### src/rtl/pulse_sched.sv
// -----------------------------------------------------------------------------
// pulse_sched
//
// Round-robin scheduler that time-shares one PulseSign pulse generator among
// six motor requesters. A requester raises Req[i] with its pulse count on
// ReqNum[10i+9:10i]. The scheduler grants one requester at a time. It drives
// Motor / PulseNum / Enable to the generator, follows the generator's Busy
// through the move, and reports completion with a Done pulse. Between moves
// it holds Enable low for GAP_CYCLES cycles so the generator clears itself.
//
// Optional feature macro: SCHED_TIMEOUT_EN
//   When defined, a 20-bit watchdog aborts a move that has not completed
//   TIMEOUT cycles after its grant. The abort pulses Err[Motor] and produces
//   no Done. When undefined, Err is tied to zero and LOAD/RUN wait forever.
//
// Parameters:
//   GAP_CYCLES  idle cycles with Enable=0 between moves (>= 1)
//   TIMEOUT     watchdog limit in cycles (used only with SCHED_TIMEOUT_EN)
//
// Ports:
//   clk        in   1   system clock, shared with PulseSign
//   rst        in   1   asynchronous active-low reset
//   Req        in   6   per-motor move request (level)
//   ReqNum     in  60   per-motor pulse counts, motor i at [10i+9:10i]
//   Ack        out  6   one-cycle grant pulse
//   Done       out  6   one-cycle move-complete pulse
//   Err        out  6   one-cycle watchdog-abort pulse
//   Motor      out  3   motor select to PulseSign
//   PulseNum   out 10   latched pulse count to PulseSign
//   Enable     out  1   enable to PulseSign
//   Busy       in   1   busy flag from PulseSign
//   SchedBusy  out  1   high whenever the scheduler is not idle
// -----------------------------------------------------------------------------
module pulse_sched #(
    parameter int GAP_CYCLES = 4,
    parameter int TIMEOUT    = 200000
) (
    input  logic        clk,
    input  logic        rst,
    input  logic [5:0]  Req,
    input  logic [59:0] ReqNum,
    output logic [5:0]  Ack,
    output logic [5:0]  Done,
    output logic [5:0]  Err,
    output logic [2:0]  Motor,
    output logic [9:0]  PulseNum,
    output logic        Enable,
    input  logic        Busy,
    output logic        SchedBusy
);

    typedef enum logic [1:0] {
        S_IDLE = 2'd0,
        S_LOAD = 2'd1,
        S_RUN  = 2'd2,
        S_GAP  = 2'd3
    } state_t;

    localparam int GAP_W = (GAP_CYCLES > 1) ? $clog2(GAP_CYCLES) : 1;
    localparam logic [GAP_W-1:0] GAP_LAST = GAP_W'(GAP_CYCLES - 1);

    // Registered state and outputs
    state_t           r_state;
    logic [2:0]       r_ptr;
    logic [GAP_W-1:0] r_gap_cnt;
    logic [5:0]       r_ack;
    logic [5:0]       r_done;
    logic [2:0]       r_motor;
    logic [9:0]       r_pnum;
    logic             r_enable;
    logic             r_sched_busy;

    // Next-state values
    state_t           w_state_next;
    logic [2:0]       w_ptr_next;
    logic [GAP_W-1:0] w_gap_next;
    logic [5:0]       w_ack_next;
    logic [5:0]       w_done_next;
    logic [2:0]       w_motor_next;
    logic [9:0]       w_pnum_next;
    logic             w_enable_next;
    logic             w_sched_busy_next;

    // Round-robin search: candidate gi is the motor gi positions after ptr
    logic [3:0] w_cand_sum [6];
    logic [2:0] w_cand_idx [6];
    logic [5:0] w_cand_req;

    genvar gi;
    generate
        for (gi = 0; gi < 6; gi++) begin : g_cand
            assign w_cand_sum[gi] = {1'b0, r_ptr} + 4'(gi);
            assign w_cand_idx[gi] = (w_cand_sum[gi] >= 4'd6) ? 3'(w_cand_sum[gi] - 4'd6)
                                                              : w_cand_sum[gi][2:0];
            assign w_cand_req[gi] = Req[w_cand_idx[gi]];
        end
    endgenerate

    logic       w_grant_valid;
    logic [2:0] w_grant_idx;
    logic [9:0] w_grant_num;
    logic [2:0] w_ptr_after;
    logic [5:0] w_grant_onehot;
    logic [5:0] w_motor_onehot;

    // Scan from the farthest candidate down so the nearest one to ptr wins
    always_comb begin
        w_grant_valid = 1'b0;
        w_grant_idx   = 3'd0;
        for (int k = 5; k >= 0; k--) begin
            if (w_cand_req[k]) begin
                w_grant_valid = 1'b1;
                w_grant_idx   = w_cand_idx[k];
            end
        end
    end

    assign w_grant_num    = ReqNum[10*w_grant_idx +: 10];
    assign w_ptr_after    = (w_grant_idx == 3'd5) ? 3'd0 : w_grant_idx + 3'd1;
    assign w_grant_onehot = 6'(1) << w_grant_idx;
    assign w_motor_onehot = 6'(1) << r_motor;

`ifdef SCHED_TIMEOUT_EN
    localparam logic [19:0] WDOG_LAST = 20'(TIMEOUT - 1);
    logic [19:0] r_wdog;
    logic [19:0] w_wdog_next;
    logic [5:0]  r_err;
    logic [5:0]  w_err_next;
`endif

    // Next-state and output logic
    always_comb begin
        w_state_next = r_state;
        w_ptr_next   = r_ptr;
        w_gap_next   = r_gap_cnt;
        w_ack_next   = 6'd0;
        w_done_next  = 6'd0;
        w_motor_next = r_motor;
        w_pnum_next  = r_pnum;
`ifdef SCHED_TIMEOUT_EN
        w_wdog_next  = r_wdog;
        w_err_next   = 6'd0;
`endif

        case (r_state)
            S_IDLE: begin
                if (w_grant_valid) begin
                    w_motor_next = w_grant_idx;
                    w_pnum_next  = w_grant_num;
                    w_ack_next   = w_grant_onehot;
                    w_ptr_next   = w_ptr_after;
`ifdef SCHED_TIMEOUT_EN
                    w_wdog_next  = 20'd0;
`endif
                    if (w_grant_num != 10'd0) begin
                        w_state_next = S_LOAD;
                    end else begin
                        // Empty move: complete immediately, generator never enabled
                        w_done_next  = w_grant_onehot;
                        w_state_next = S_GAP;
                        w_gap_next   = GAP_LAST;
                    end
                end
            end
            S_LOAD: begin
                if (Busy) begin
                    w_state_next = S_RUN;
                end
            end
            S_RUN: begin
                if (!Busy) begin
                    w_done_next  = w_motor_onehot;
                    w_state_next = S_GAP;
                    w_gap_next   = GAP_LAST;
                end
            end
            S_GAP: begin
                if (r_gap_cnt == '0) begin
                    w_state_next = S_IDLE;
                end else begin
                    w_gap_next = r_gap_cnt - 1'b1;
                end
            end
            default: begin
                w_state_next = S_IDLE;
            end
        endcase

`ifdef SCHED_TIMEOUT_EN
        // A normal completion in the same cycle takes precedence over the abort
        if ((r_state == S_LOAD || r_state == S_RUN) && w_state_next != S_GAP) begin
            if (r_wdog == WDOG_LAST) begin
                w_err_next   = w_motor_onehot;
                w_state_next = S_GAP;
                w_gap_next   = GAP_LAST;
            end else begin
                w_wdog_next = r_wdog + 20'd1;
            end
        end
`endif

        w_enable_next     = (w_state_next == S_LOAD) || (w_state_next == S_RUN);
        w_sched_busy_next = (w_state_next != S_IDLE);
    end

    always_ff @(posedge clk or negedge rst) begin
        if (!rst) begin
            r_state      <= S_IDLE;
            r_ptr        <= 3'd0;
            r_gap_cnt    <= '0;
            r_ack        <= 6'd0;
            r_done       <= 6'd0;
            r_motor      <= 3'd0;
            r_pnum       <= 10'd0;
            r_enable     <= 1'b0;
            r_sched_busy <= 1'b0;
        end else begin
            r_state      <= w_state_next;
            r_ptr        <= w_ptr_next;
            r_gap_cnt    <= w_gap_next;
            r_ack        <= w_ack_next;
            r_done       <= w_done_next;
            r_motor      <= w_motor_next;
            r_pnum       <= w_pnum_next;
            r_enable     <= w_enable_next;
            r_sched_busy <= w_sched_busy_next;
        end
    end

`ifdef SCHED_TIMEOUT_EN
    always_ff @(posedge clk or negedge rst) begin
        if (!rst) begin
            r_wdog <= 20'd0;
            r_err  <= 6'd0;
        end else begin
            r_wdog <= w_wdog_next;
            r_err  <= w_err_next;
        end
    end

    assign Err = r_err;
`else
    assign Err = 6'd0;
`endif

    assign Ack       = r_ack;
    assign Done      = r_done;
    assign Motor     = r_motor;
    assign PulseNum  = r_pnum;
    assign Enable    = r_enable;
    assign SchedBusy = r_sched_busy;

endmodule

### config.mk
export PLATFORM = sky130hd
export DESIGN_NAME = pulse_sched
export DESIGN_NICKNAME = d
export VERILOG_FILES = /design/src/rtl/pulse_sched.sv
export SDC_FILE = /design/constraint.sdc
export NUM_CORES = 1
export LEC_CHECK = 0
export CORE_AREA = 8 8 87 128
export DETAILED_ROUTE_END_ITERATION = 7
export DIE_AREA = 0 0 95 136
export PLACE_DENSITY = 0.63
export SETUP_SLACK_MARGIN = 0.1
export SLEW_MARGIN = 20
export SYNTH_ARGS = -nofsm -noshare
export SYNTH_HDL_FRONTEND = slang
export SYNTH_SLANG_ARGS = --single-unit
### constraint.sdc
create_clock -name clk -period 5.7 [get_ports clk]
set_clock_uncertainty 0.1 [all_clocks]
set_input_delay 1.14 -clock clk [delete_from_list [all_inputs] [get_ports clk]]
set_output_delay 1.14 -clock clk [all_outputs]
set_load 0.02 [all_outputs]
* Word level (Yosys, flattened, before mapping)
Index checks and enable logic that the tools add are counted.
** Operators by class
- Add/sub/neg operators :: 13
- Multipliers :: 1
- Divide/modulo/power cells :: 0
- Magnitude comparators :: 12
- Eq/ne operators :: 10
- Shift-type cells :: 3
- Muxes and demuxes :: 48
- Bitwise logic cells :: 0
- Reductions and logical operators :: 8
** Operators by type and width (number)
- 60-bit by 8-bit indexed part select with 10-bit output :: 1
- 3-bit two-way mux :: 13
- 6-bit two-way mux :: 5
- 3-bit by 4-bit < comparator with 1-bit output, second input constant :: 6
- 4-bit by 3-bit >= comparator with 1-bit output, second input constant :: 5
- 1-bit binary-select mux with 3-bit select :: 6
- 2-bit two-way mux :: 9
- 3-bit subtractor, second input constant :: 6
- 1-bit two-way mux :: 12
- 6-bit one-hot mux with 2 select lines :: 1
- 1-bit by 3-bit left shift with 6-bit output, first input constant :: 2
- 10-bit nonzero test :: 1
- 3-bit by 2-bit adder with 4-bit output, second input constant :: 2
- 3-bit by 3-bit adder with 4-bit output, second input constant :: 2
- 2-bit != test, second input constant :: 4
- 2-bit one-hot mux with 4 select lines :: 1
- 2-bit equality test, second input constant :: 3
- 3-bit by 3-bit multiplier with 6-bit output, first input constant :: 1
- 2-bit one-hot mux with 3 select lines :: 1
- 5-bit AND reduction :: 1
- 3-bit by 1-bit adder with 4-bit output, second input constant :: 1
- 2-bit by 1-bit equality test with 1-bit output, second input constant :: 2
- 2-bit logical NOT :: 2
- 3-bit by 1-bit adder with 3-bit output, second input constant :: 1
- other kinds (7) :: 7
** Word-level totals
- Register bits :: 34
- Bits in latches :: 0
- Memory bits (writable) :: 0
- ROM bits :: 0
- Output and inout port bits :: 33
- Logic and storage cells :: 104
- Memories kept :: 0

* Longest topological paths before layout
- Depth in word-level cells :: 19
- Depth in mapped cells :: 20

* Worst setup path after synthesis
No wires, ideal clock.
- Kind :: in2reg
- Start :: input Req[0]
- End :: register r_enable (netlist: Enable)
- Library setup time :: 0.126 ns
- Arrival :: 4.393 ns
- Required time :: 5.474 ns
- Setup slack :: 1.081 ns
- Stages :: 11
- Buffers on the path :: 0
- Path through :: mux2_4 or3_1 a31o_1 o211a_4 a211oi_4 mux2_2 a311o_1 nor4_4 nand4_1 a32o_1 ha_1
** Between the ends
- Longest elaborated chain between the ends :: 16
- Elaborated cells on any way between the ends :: 33
** RTL lines
- start, declared :: RTL line 40 : input logic [5:0] Req,
- 1-bit binary-select mux with 3-bit select :: RTL line 95 : assign w_cand_req[gi] = Req[w_cand_idx[gi]];
- 1-bit two-way mux (implied by the code) :: RTL line 95
- 3-bit two-way mux (6 in a row) :: RTL line 111 : if (w_cand_req[k]) begin
- 3-bit by 3-bit multiplier with 6-bit output :: RTL line 118 : assign w_grant_num = ReqNum[10*w_grant_idx +: 10];
- 60-bit by 8-bit indexed part select with 10-bit output :: RTL line 118
- 10-bit nonzero test :: RTL line 155 : if (w_grant_num != 10'd0) begin
- 2-bit two-way mux :: RTL line 155
- 2-bit two-way mux (*) :: RTL line 147 : if (w_grant_valid) begin
- 2-bit one-hot mux with 4 select lines (*) :: RTL line 145 : case (r_state)
- 2-bit by 1-bit equality test with 1-bit output or 2-bit equality test (tied branches) :: RTL line 202 : w_enable_next = (w_state_next == S_LOAD) || (w_state_next == S_RUN);
- 1-bit logical OR (*) :: RTL line 202
- net w_enable_next :: RTL line 81 : logic w_enable_next;
- end signal, assigned :: RTL line 225 : r_enable <= w_enable_next;
- end, declared :: RTL line 70 : logic r_enable;
Mark *: on every way through the listed nets, which the timed path passes. The rest lies on a longest branch. The select of a mux whose other input is x is not followed.
A chain may end at the register's enable or synchronous reset.

* Final worst setup path
- Start :: register r_ptr[1]
- End :: register r_enable (netlist: Enable)
** Between the ends
- Longest elaborated chain between the ends :: 19
- Elaborated cells on any way between the ends :: 56
** RTL lines
- start, declared :: RTL line 64 : logic [2:0] r_ptr;
- start signal, assigned :: RTL line 219 : r_ptr <= w_ptr_next;
- 3-bit by 3-bit adder with 4-bit output :: RTL line 92 : assign w_cand_sum[gi] = {1'b0, r_ptr} + 4'(gi);
- 4-bit by 3-bit >= comparator with 1-bit output or 3-bit subtractor (tied branches) :: RTL line 93 : assign w_cand_idx[gi] = (w_cand_sum[gi] >= 4'd6) ? 3'(w_cand_sum[gi] - 4'd6)
- 3-bit two-way mux :: RTL line 93
- 1-bit binary-select mux with 3-bit select :: RTL line 95
- 1-bit two-way mux (implied by the code) :: RTL line 95
- 3-bit two-way mux (6 in a row) :: RTL line 111
- 3-bit by 3-bit multiplier with 6-bit output :: RTL line 118
- 60-bit by 8-bit indexed part select with 10-bit output :: RTL line 118
- 10-bit nonzero test :: RTL line 155
- 2-bit two-way mux :: RTL line 155
- 2-bit two-way mux (*) :: RTL line 147
- 2-bit one-hot mux with 4 select lines (*) :: RTL line 145
- 2-bit by 1-bit equality test with 1-bit output or 2-bit equality test (tied branches) :: RTL line 202
- 1-bit logical OR (*) :: RTL line 202
- net w_enable_next :: RTL line 81
Marked as above.

==> results.sh <==
export IMPL_synthCells=367
export IMPL_io_pins=102
export IMPL_startpoint_type="flip-flop"
export IMPL_use_met3_pct=2.10
export IMPL_clock_fmax_mhz=196
export IMPL_ant_nets=0
export IMPL_synth_top_cell_area_share_pct=27.0
export IMPL_synth_edf_count=0
export IMPL_cts_tree="yes"
export IMPL_drtPass1Iterations=4
export IMPL_cts_hold_buf=0
export IMPL_synthTopCellsByArea="dfrtp_1 (27%), mux2i_1 (7.6%), nand2_1 (5.8%), ha_1 (4.4%), mux2_2 (4.3%)"
export IMPL_status="finished clean"
export IMPL_drt_total_wl_mm=10.5
export IMPL_clockBufferDepth=2
export IMPL_grt_busiest_layer="met2"
export IMPL_endpoint_kind="flip-flop"
export IMPL_ctsResizeCount=0
export IMPL_finalCritPeriodShare_pct=89.7
export IMPL_finalHoldViolCount=0
export IMPL_cts_sinks=34
export IMPL_area_growth_pct=37.3
export IMPL_h_tree_depth=2
export IMPL_start_util_pct=33.4
export IMPL_hp_class="reg -> reg"
export IMPL_maxCapViolations=0
export IMPL_avgSynthCellArea_sq_um=8.58
export IMPL_crit_fanout=25
export IMPL_worstHoldPathCells=2
export IMPL_setup_viol=0
export IMPL_synth_main_ff_cell="dfrtp_1"
export IMPL_yosys_register_bits=34
export IMPL_gp_congestion=0.909
export IMPL_drt_iter0_markers=68
export IMPL_synthArstFlopShare_pct=100
export IMPL_die_area_sq_um=12900
export IMPL_globalRouteOverflowTotal=0
export IMPL_synth_yosys_seq_area_share_pct=27.0
export IMPL_via_count=3106
export IMPL_vias_per_cell=5.42
export IMPL_slew_viol_final=0
export IMPL_met2_usage_pct=28.8
export IMPL_final_nets=537
export IMPL_cts_root_buf="clkbuf_16"
export IMPL_path_clk_slew_ns=0.05
export IMPL_syn_area_sq_um=3150
export IMPL_cts_made_buffers=5
export IMPL_arrival_ns=5.17
export IMPL_yosysTopAreaCell="dfrtp_1"
export IMPL_drive_above_1_share_pct=10.9
export IMPL_required_ns=5.76
export IMPL_rsz0062_at_grt="false"
export IMPL_dp_hpwl_mm=8.48
export IMPL_core_area_sq_um=9410
export IMPL_clk_latency_ns=0.28
export IMPL_tightest_slew_ns=0.762
export IMPL_synth_distinct_cells=73
export IMPL_tns_ns=0
export IMPL_grt_max_degree=35
export IMPL_grt_pass1_vias=3258
export IMPL_slew_headroom_pct=48.7
export IMPL_grt_pass1_wl_mm=16.6
export IMPL_die_h_um=136
export IMPL_gr_usage_met1_pct=18.6
export IMPL_num_fill_cells=907
export IMPL_wl_per_cell_um=18.4
export IMPL_die_x_um=95
export IMPL_reg2regPathDepth=15
export IMPL_ys_warn_count=0
export IMPL_portBuffers=95
export IMPL_num_rows=44
export IMPL_final_core_util_pct=45.9
export IMPL_grt_antenna_before_repair=0
export IMPL_post_cts_buffers=0
export IMPL_crit_type="reg -> reg"
export IMPL_layout_min_cycle_time_ns=5.11
export IMPL_drc=0
export IMPL_num_antenna_cells=0
export IMPL_grtUsageTotal_pct=16.2
-- cell usage after synthesis, types with 3 or more instances --
master and instances:
nand2_1 49, dfrtp_1 34, nor2_1 27, mux2i_1 24, o21ai_0 18, a21oi_1 16, inv_1 16, clkbuf_1 13
nor3_1 13, mux2_2 12, ha_1 11, nand3_1 10, a211oi_1 7, buf_4 6, nor4_1 6, o211ai_1 6
a21o_1 5, buf_6 5, a2111oi_0 4, buf_2 4, o41ai_2 4, mux2_1 3, nand2b_1 3, nor2b_1 3
o21a_1 3, o22ai_1 3, or2_2 3, xnor2_1 3, xor2_1 3
-- sequential cells by signal, summed over array words and instances, names as in the netlist --
signal     count
PulseNum      10
Ack            6
Done           6
Motor          3
r_ptr          3
r_gap_cnt      2
r_state        2
Enable         1
SchedBusy      1
-- worst paths after layout --
| path | from | slack (ns) | endpoint |
|---|---|---|---|
| max in group asynchronous | rst | 4.02 | PulseNum[9] |
| min reg2reg | PulseNum[3] | 0.38 | PulseNum[3] |
| min | PulseNum[3] | 0.38 | PulseNum[3] |
| max reg2reg | r_ptr[1] | 0.59 | Enable |
| min in group asynchronous | rst | 1.17 | SchedBusy |
| max | r_ptr[1] | 0.59 | Enable |
-- worst max-delay path, stage by stage, from the launching register on --
cell and delay (ns):
dfrtp_1 0.51, inv_1 0.18, ha_1 0.70, nand3_1 0.13, mux2i_1 0.32, mux2i_1 0.22, a21boi_2 0.31, o2111ai_2 0.23
a211oi_4 0.31, buf_4 0.39, mux2i_1 0.13, a311o_1 0.39, nor4_4 0.36, nand4_1 0.17, a32o_1 0.26, ha_1 0.26
-- placed cells by master (no fill, tap or decap), types with 7 or more instances in the layout --
cell,count
a211oi_1,7
inv_1,16
o21ai_0,18
ha_1,11
clkdlybuf4s50_1,95
dfrtp_1,34
mux2i_1,24
mux2_2,12
a21oi_1,16
buf_4,11
nor3_1,13
nor2_1,27
nand2_1,49
nand3_1,10
-- stage by stage --
| step | hold slack, ns | setup WS [ns] | instances | cell area [sq um] |
|---|---|---|---|---|
| CTS | 0.390 | 0.601 | 573 | 4320 |
| floorplan | 0.379 | 1.08 | 372 | 3170 |
| global placement | 0.371 | 0.476 | 565 | 4170 |
| finish | 0.385 | 0.589 | 573 | 4320 |
| detailed placement | 0.371 | 0.385 | 565 | 4170 |
| global route | 0.413 | 0.129 | 573 | 4320 |
-- final cells by class --
class	instances	area [sq um]	share of cell area, %
timing repair buffer	106	1030	23.9
clock inverter	1	5.00	0.116
multi-input combinational	294	2090	48.3
clock buffer	7	143	3.30
tap	115	144	3.33
sequential	34	851	19.7
inverter	16	60.1	1.39
-- metal layers --
| metal | vias to the layer above | part of all wire, % |
|---|---|---|
| met5 | - | 0 |
| met4 | 0 | 2.6 |
| met3 | 15 | 4.1 |
| met2 | 91 | 53 |
| met1 | 1468 | 40 |
| li1 | 1532 | - |
-- kinds of logic (layout without fill, tap and decap cells) --
kind of cell               after synthesis  in the layout  synth area share, %
adders and majority gates               11             11                 4.37
xor gates and xnor gates                 6              6                 1.67
and+or+nand+nor                        128            128                 20.0
buffers and inverters                   44            130                 7.31
DFF                                     34             34                 27.0
other                                    1              6                0.119
muxes                                   41             41                 14.2
AOI/OAI and AO/OA                      102            102                 25.3
Power is not shown: default switching activity piles up to over one toggle a cycle in this logic, so the estimate is an artifact.
